`src/rtl/serializador_piso.sv`:
```
// Parallel-in/serial-out transmitter: accepts a word over valid/ready and
// shifts it out LSB first, one bit per clock, streaming back-to-back words.
module serializador_piso #(
    parameter int NBITS_DATA = 4
) (
    input  logic                  clk,
    input  logic                  reset,
    input  logic                  load_valid,
    input  logic [NBITS_DATA-1:0] load_data,
    output logic                  load_ready,
    output logic                  serial_out,
    output logic                  serial_valid,
    output logic                  word_done
);

    localparam int CW = (NBITS_DATA > 1) ? $clog2(NBITS_DATA) : 1;
    localparam logic [CW-1:0] LAST = CW'(NBITS_DATA - 1);

    typedef enum logic {
        IDLE,
        SHIFT
    } state_t;

    state_t                r_state, w_state_next;
    logic [NBITS_DATA-1:0] r_sh, w_sh_next;
    logic [CW-1:0]         r_cnt, w_cnt_next;
    logic                  w_last;

    always_ff @(posedge clk or posedge reset) begin
        if (reset) begin
            r_state <= IDLE;
            r_sh    <= '0;
            r_cnt   <= '0;
        end else begin
            r_state <= w_state_next;
            r_sh    <= w_sh_next;
            r_cnt   <= w_cnt_next;
        end
    end

    assign w_last = (r_state == SHIFT) && (r_cnt == LAST);

    always_comb begin
        w_state_next = r_state;
        w_sh_next    = r_sh;
        w_cnt_next   = r_cnt;
        case (r_state)
            IDLE: begin
                if (load_valid) begin
                    w_sh_next    = load_data;
                    w_cnt_next   = '0;
                    w_state_next = SHIFT;
                end
            end
            SHIFT: begin
                if (r_cnt != LAST) begin
                    w_sh_next  = r_sh >> 1;
                    w_cnt_next = r_cnt + 1'b1;
                end else if (load_valid) begin
                    // last bit cycle doubles as the load slot for seamless streaming
                    w_sh_next  = load_data;
                    w_cnt_next = '0;
                end else begin
                    w_state_next = IDLE;
                    w_sh_next    = '0;
                    w_cnt_next   = '0;
                end
            end
        endcase
    end

    assign load_ready   = (r_state == IDLE) || w_last;
    assign serial_out   = (r_state == SHIFT) && r_sh[0];
    assign serial_valid = (r_state == SHIFT);
    assign word_done    = w_last;

endmodule

```
`config.mk`:
```
export PLATFORM = sky130hd
export DESIGN_NAME = serializador_piso
export DESIGN_NICKNAME = d
export VERILOG_FILES = /design/src/rtl/serializador_piso.sv
export SDC_FILE = /design/constraint.sdc
export NUM_CORES = 1
export LEC_CHECK = 0
export CAP_MARGIN = 40
export CORE_AREA = 5 5 42 44
export CTS_BUF_LIST = sky130_fd_sc_hd__clkbuf_8
export DETAILED_ROUTE_END_ITERATION = 10
export DIE_AREA = 0 0 47 49
export PLACE_DENSITY_LB_ADDON = 0.1
export SLEW_MARGIN = 15
export SYNTH_ARGS = -nofsm -noshare
export SYNTH_HDL_FRONTEND = slang
export SYNTH_SLANG_ARGS = --single-unit
```
`constraint.sdc`:
```
create_clock -name clk -period 1.09 [get_ports clk]
set_input_delay 0.1635 -clock clk [delete_from_list [all_inputs] [get_ports clk]]
set_output_delay 0.1635 -clock clk [all_outputs]
set_load 0.02 [all_outputs]
```
==> results of run 1 <==
[cell usage in the layout (no fill, tap or decap)]
master	netlist	routed
clkbuf_8	0	3
nand3_1	4	4
o21ai_0	2	2
inv_1	4	5
o22ai_1	1	1
clkbuf_2	0	1
nand2b_1	5	3
buf_6	1	3
nand2_1	1	1
o221ai_2	0	3
and2_4	0	2
clkdlybuf4s50_1	0	5
ha_2	0	2
mux2i_1	4	4
dfrtp_2	0	1
dlymetal6s2s_1	0	1
buf_4	0	9
dfrtp_1	7	6
nand2b_4	0	2
[critical path, stage by stage (launching register included)]
cell and delay [ns]:
dfrtp_1 0.40, ha_2 0.21, and2_4 0.14, buf_6 0.12
[metrics by stage]
| step | util | setup TNS [ns] | setup WS, ns | hold slack (ns) | std cells |
|---|---|---|---|---|---|
| after CTS | 0.455 | -0.522 | -0.163 | 0.190 | 74 |
| after global routing | 0.460 | -0.750 | -0.191 | 0.215 | 74 |
| final | 0.460 | -0.520 | -0.160 | 0.178 | 74 |
| after detailed placement | 0.379 | -2.41 | -0.375 | 0.428 | 67 |
| after global placement | 0.379 | -2.14 | -0.354 | 0.417 | 67 |
| after floorplan | - | 0 | 0.000815 | -0.0331 | 37 |
[cell families after synthesis]
logic type	after synthesis	share of synthesized area
flip-flops	7	0.459
multiplexers	4	0.105
AO/OA/AOI/OAI	6	0.111
buffers and inverters	6	0.0819
adder cells (fa/ha/maj)	2	0.0656
AND/OR/NAND/NOR	12	0.177
[path summary, 6_finish.rpt]
path | startpoint | end | slack [ns] | depth (start not counted)
worst max-delay path | r_cnt[1] | word_done | -0.16 | 3
worst min-delay path | reset | r_sh[3] | 0.18 | 2
worst max register to register | r_cnt[1] | r_sh[0] | -0.08 | 4
worst min register to register | r_sh[3] | r_sh[2] | 0.59 | 2
max in group asynchronous | reset | serial_valid | 0.67 | 2
min in group clk | load_valid | r_sh[3] | 0.49 | 3
[report_power, final]
| group | internal, mW | switching [mW] |
|---|---|---|
| clock network | 0.243 | 0.108 |
| logic | 0.498 | 0.402 |
| registers | 0.367 | 0.0774 |
[what timing repair did]
action / CTS / global route
buffers inserted: 3 / 0
pin swaps: 2 / 0
endpoints found under the setup margin: 8 / 8
gates resized for setup: 27 / 5
[layer usage]
metal	wire (um)	share of wire
met2	500	0.51
met1	400	0.41
met3	65	0.067
met5	0	0
met4	5	0.0051
[registers in the layout, summed over array words and instances (netlist names)]
| signal | flops |
|---|---|
| r_sh | 4 |
| r_cnt | 2 |
| serial_valid | 1 |
[layout make-up]
type / count / share of cell area
Clock inverter: 1 / 0.00583
Inverter: 4 / 0.0233
Tap cell: 16 / 0.0311
Clock buffer: 3 / 0.0641
Sequential cell: 7 / 0.274
Multi-Input combinational cell: 24 / 0.340
Timing Repair Buffer: 19 / 0.262
==> impl_metrics.yaml, run 1 <==
synth:
  synth_commonest_cells: "dfrtp_1 (7), nand2b_1 (5), inv_1 (4), mux2i_1 (4), nand3_1 (4)"
  synth_seq_cells: 7
  synthesis.area_um2: 382
  ys_seq_area_frac: 0.459
  netlist_top_cells_area: "dfrtp_1 (46%), mux2i_1 (10%), nand2b_1 (8.2%), o221ai_1 (6.9%), ha_1 (6.6%)"
  synthDominantCellAreaShare: 0.459
  yosysTopAreaCell: "dfrtp_1"
  synth_edf_count: 0
  synth_nets: 46
  ys.flop_type: "dfrtp_1"
  async_flop_share: 1.00
  ys_types: 13
  synth_cells: 37
  yosysMostFrequentCell: "dfrtp_1"
  postSynthAreaPerCell_um2: 10.3
  yosysWarnings: 0
sta:
  rsz0062_at_grt: "yes"
  drv_slew: 0
  fin_crit_ns: 1.25
  max_freq_mhz: 800
  fin_crit_sh: 1.15
  worst_slack_ns: -0.160
  tightestPinTransition_ns: 0.314
  maxSlewHeadroom: 0.790
  finalHoldViolCount: 0
  setup_viol: 5
  worst_clock_skew_ns: 0.00239
place:
  place_hpwl_um: 684
  gp_congestion: 0.735
  place_area_um2: 531
  port_buffers: 10
cts:
  hold_buffers: 0
  clock_path_buffers: 2
  clock_sinks: 7
  clkTransAtPathRegs_ns: 0.04
  insertion_delay_ns: 0.22
  ctsRootBufferMaster: "clkbuf_8"
  cts_buffers: 3
  cts.htree.levels: 1
  cts_tree: "built"
cells_and_area:
  antennaDiodeCount: 0
  multiInputGateArea_um2: 219
  post_route_cells_drive_above_1_share: 0.448
  ff_latch_area_um2: 176
  area_delta_synth_final_pct: 68.9
  nFillCells: 150
  final_nets: 68
  design_area_um2: 644
pwr:
  p_total_mw: 1.70
  p_leak_nw: 0.305
  powerDensity_nw_per_um2: 2630
  ir_drop_mv: 1.24
detailed_routing:
  drcViolationCount: 0
  wl_per_cell_um: 13.1
  ant_nets: 0
  routed_via_density: 4.66
  firstDrtPassIters: 1
  vias: 345
  drt_iter0_drc: 0
  wl_um: 971
floorplan:
  die_w_um: 47
  die_y_um: 49
  core_um2: 1400
  num_rows: 14
  initial_core_util: 0.272
  io_pins: 11
  dieArea_um2: 2300
grt:
  grt_usage: 0.102
  grt_overflow: 0
  grtUsageMet1: 0.119
  grt_max_degree: 8
  use_met2: 0.172
  antenna_found_initial: 0
  top_usage_layer: "met2"
  grt_pass1_vias: 395
  gr-usage-met3: 0.0221
  grt_first_pass_wirelength_mm: 1.75
setup_path:
  cp_max_fo: 3
  arrival_ns: 1.09
  path_class: "reg2out"
  worst_setup_path_end_kind: "output pin"
  critPathLaunchType: "flip-flop"
  worst-endpoint-required_ns: 0.93
status:
  status: "finished, violations left"
  violations: "setup timing"
run:
  timing.max_cap.violations: 0
worst_hold_path:
  worstHoldPathType: "in2async"
No activity file was read; power rests on OpenSTA's default activity.
==> run 2: changes to the inputs <==
- CORE_AREA: 5 5 42 44 -> 2 2 39 41
- DIE_AREA: 0 0 47 49 -> 0 0 41 43
==> impl_metrics.yaml, run 2 (synthesis results as in run 1) <==
status:
  status: "finished, violations left"
  violations: "setup timing"
detailed_routing:
  vias: 333
  wl_um: 905
  drcViolationCount: 0
  routed_via_density: 4.63
  firstDrtPassIters: 3
  wl_per_cell_um: 12.6
  drt_iter0_drc: 3
  ant_nets: 0
cells_and_area:
  layout_commonest_cell: "buf_4"
  final_cell_mix: "buf_4 (7), clkdlybuf4s50_1 (6), dfrtp_1 (6), inv_1 (5)"
  top_register: "r_sh"
  area_delta_synth_final_pct: 64.3
  largest_reg_flops: 4
  final_nets: 66
  final_util: 0.453
  post_route_cells_drive_above_1_share: 0.429
  antennaDiodeCount: 0
floorplan:
  die_w_um: 41
  io_pins: 11
  dieArea_um2: 1760
  core_um2: 1380
  die_y_um: 43
  initial_core_util: 0.276
  num_rows: 14
sta:
  rsz0062_at_grt: "yes"
  maxSlewHeadroom: 0.792
  worst_slack_ns: -0.169
  setup_viol: 5
  worst_clock_skew_ns: 0.000799
  tightestPinTransition_ns: 0.311
  finalHoldViolCount: 0
  fin_crit_ns: 1.26
  fin_crit_sh: 1.16
  tns_ns: -0.480
  drv_slew: 0
  max_freq_mhz: 794
setup_path:
  path_class: "reg2out"
  critPathLaunchType: "flip-flop"
  reg2reg_to: "r_sh[1]"
  arrival_ns: 1.10
  reg2regPathDepth: 4
  rr_startpoint: "r_cnt[0]"
  ff2ff_setup_slack_ns: -0.06
  cp_max_fo: 3
  worst_setup_path_end_kind: "output pin"
  worst-endpoint-required_ns: 0.93
cts:
  hold_buffers: 0
  clock_sinks: 7
  clkTransAtPathRegs_ns: 0.04
  ctsRootBufferMaster: "clkbuf_8"
  cts.htree.levels: 1
  cts_buffers: 3
  cts_tree: "built"
  insertion_delay_ns: 0.22
  clock_path_buffers: 2
grt:
  grt_max_degree: 8
  grt_first_pass_wirelength_mm: 1.44
  grt_overflow: 0
  grt_pass1_vias: 344
  antenna_found_initial: 0
  grt_usage: 0.125
place:
  place_hpwl_um: 625
  gp_congestion: 0.651
  port_buffers: 10
pwr:
  powerDensity_nw_per_um2: 2670
  p_leak_nw: 0.287
  ir_drop_mv: 1.47
worst_hold_path:
  worstHoldPathType: "in2async"
run:
  timing.max_cap.violations: 0
## run 2: cell count changes in the layout (fill, tap and decap cells not counted), sizes merged
| cell | before | now |
|---|---|---|
| buf | 12 | 10 |
| clkdlybuf4s50 | 5 | 6 |
| dlymetal6s2s | 1 | 0 |
## run 2: layout make-up
cell class              instances  area [um2]
inverters                       4        15.0
well taps                      16        20.0
clock buffers                   3        41.3
flip-flops and latches          7         176
repair buffers                 17         151
multi-input cells              24         219
clock inverters                 1        3.75
fillers                       138         757
## run 2: timing repair
action	CTS	global route
gates resized for setup	27	5
buffers inserted	2	0
endpoints found under the setup margin	8	9
pin swaps	4	3
## run 2: critical path: stages, from the launching register on
cell      delay [ns]
dfrtp_1         0.40
ha_2            0.20
nand2b_4        0.14
buf_6           0.13
## run 2: per-layer routing
metal,up-vias,global-route usage,part of all wire
met1,157,0.128,0.43
met4,0,0.0800,0
met5,-,0,0
met2,9,0.200,0.51
met3,0,0.0471,0.056
li1,167,-,-
## run 2: through the flow
step | hold slack (ns) | setup slack [ns] | cells | power (mW) | instance area, um2
2_1_floorplan | -0.0331 | 0.000815 | 37 | 0.802 | 382
3_3_place_gp | 0.414 | -0.350 | 66 | 1.08 | 523
3_5_place_dp | 0.421 | -0.363 | 66 | 1.11 | 523
4_1_cts | 0.179 | -0.164 | 72 | 1.66 | 623
5_1_grt | 0.210 | -0.198 | 72 | 1.78 | 627
6_report | 0.171 | -0.169 | 72 | 1.67 | 627
## run 2: worst max-delay path by stage
stage	slack, ns	to	cells past startpoint	from
3_5_place_dp	-0.36	load_ready	3	r_cnt[0]
6_report	-0.17	load_ready	3	r_cnt[1]
5_1_grt	-0.20	load_ready	3	r_cnt[1]
2_1_floorplan	0.0008	r_cnt[0]	3	r_cnt[0]
3_3_place_gp	-0.35	word_done	3	r_cnt[0]
4_1_cts	-0.16	load_ready	3	r_cnt[1]
## run 2: report_power, final
| group | switching [mW] | leakage, nW | total [mW] | internal [mW] |
|---|---|---|---|---|
| sequential | 0.0759 | 0.0864 | 0.443 | 0.367 |
| clock | 0.109 | 0.0269 | 0.352 | 0.243 |
| combinational | 0.393 | 0.173 | 0.877 | 0.483 |
| total | 0.579 | 0.287 | 1.67 | 1.09 |
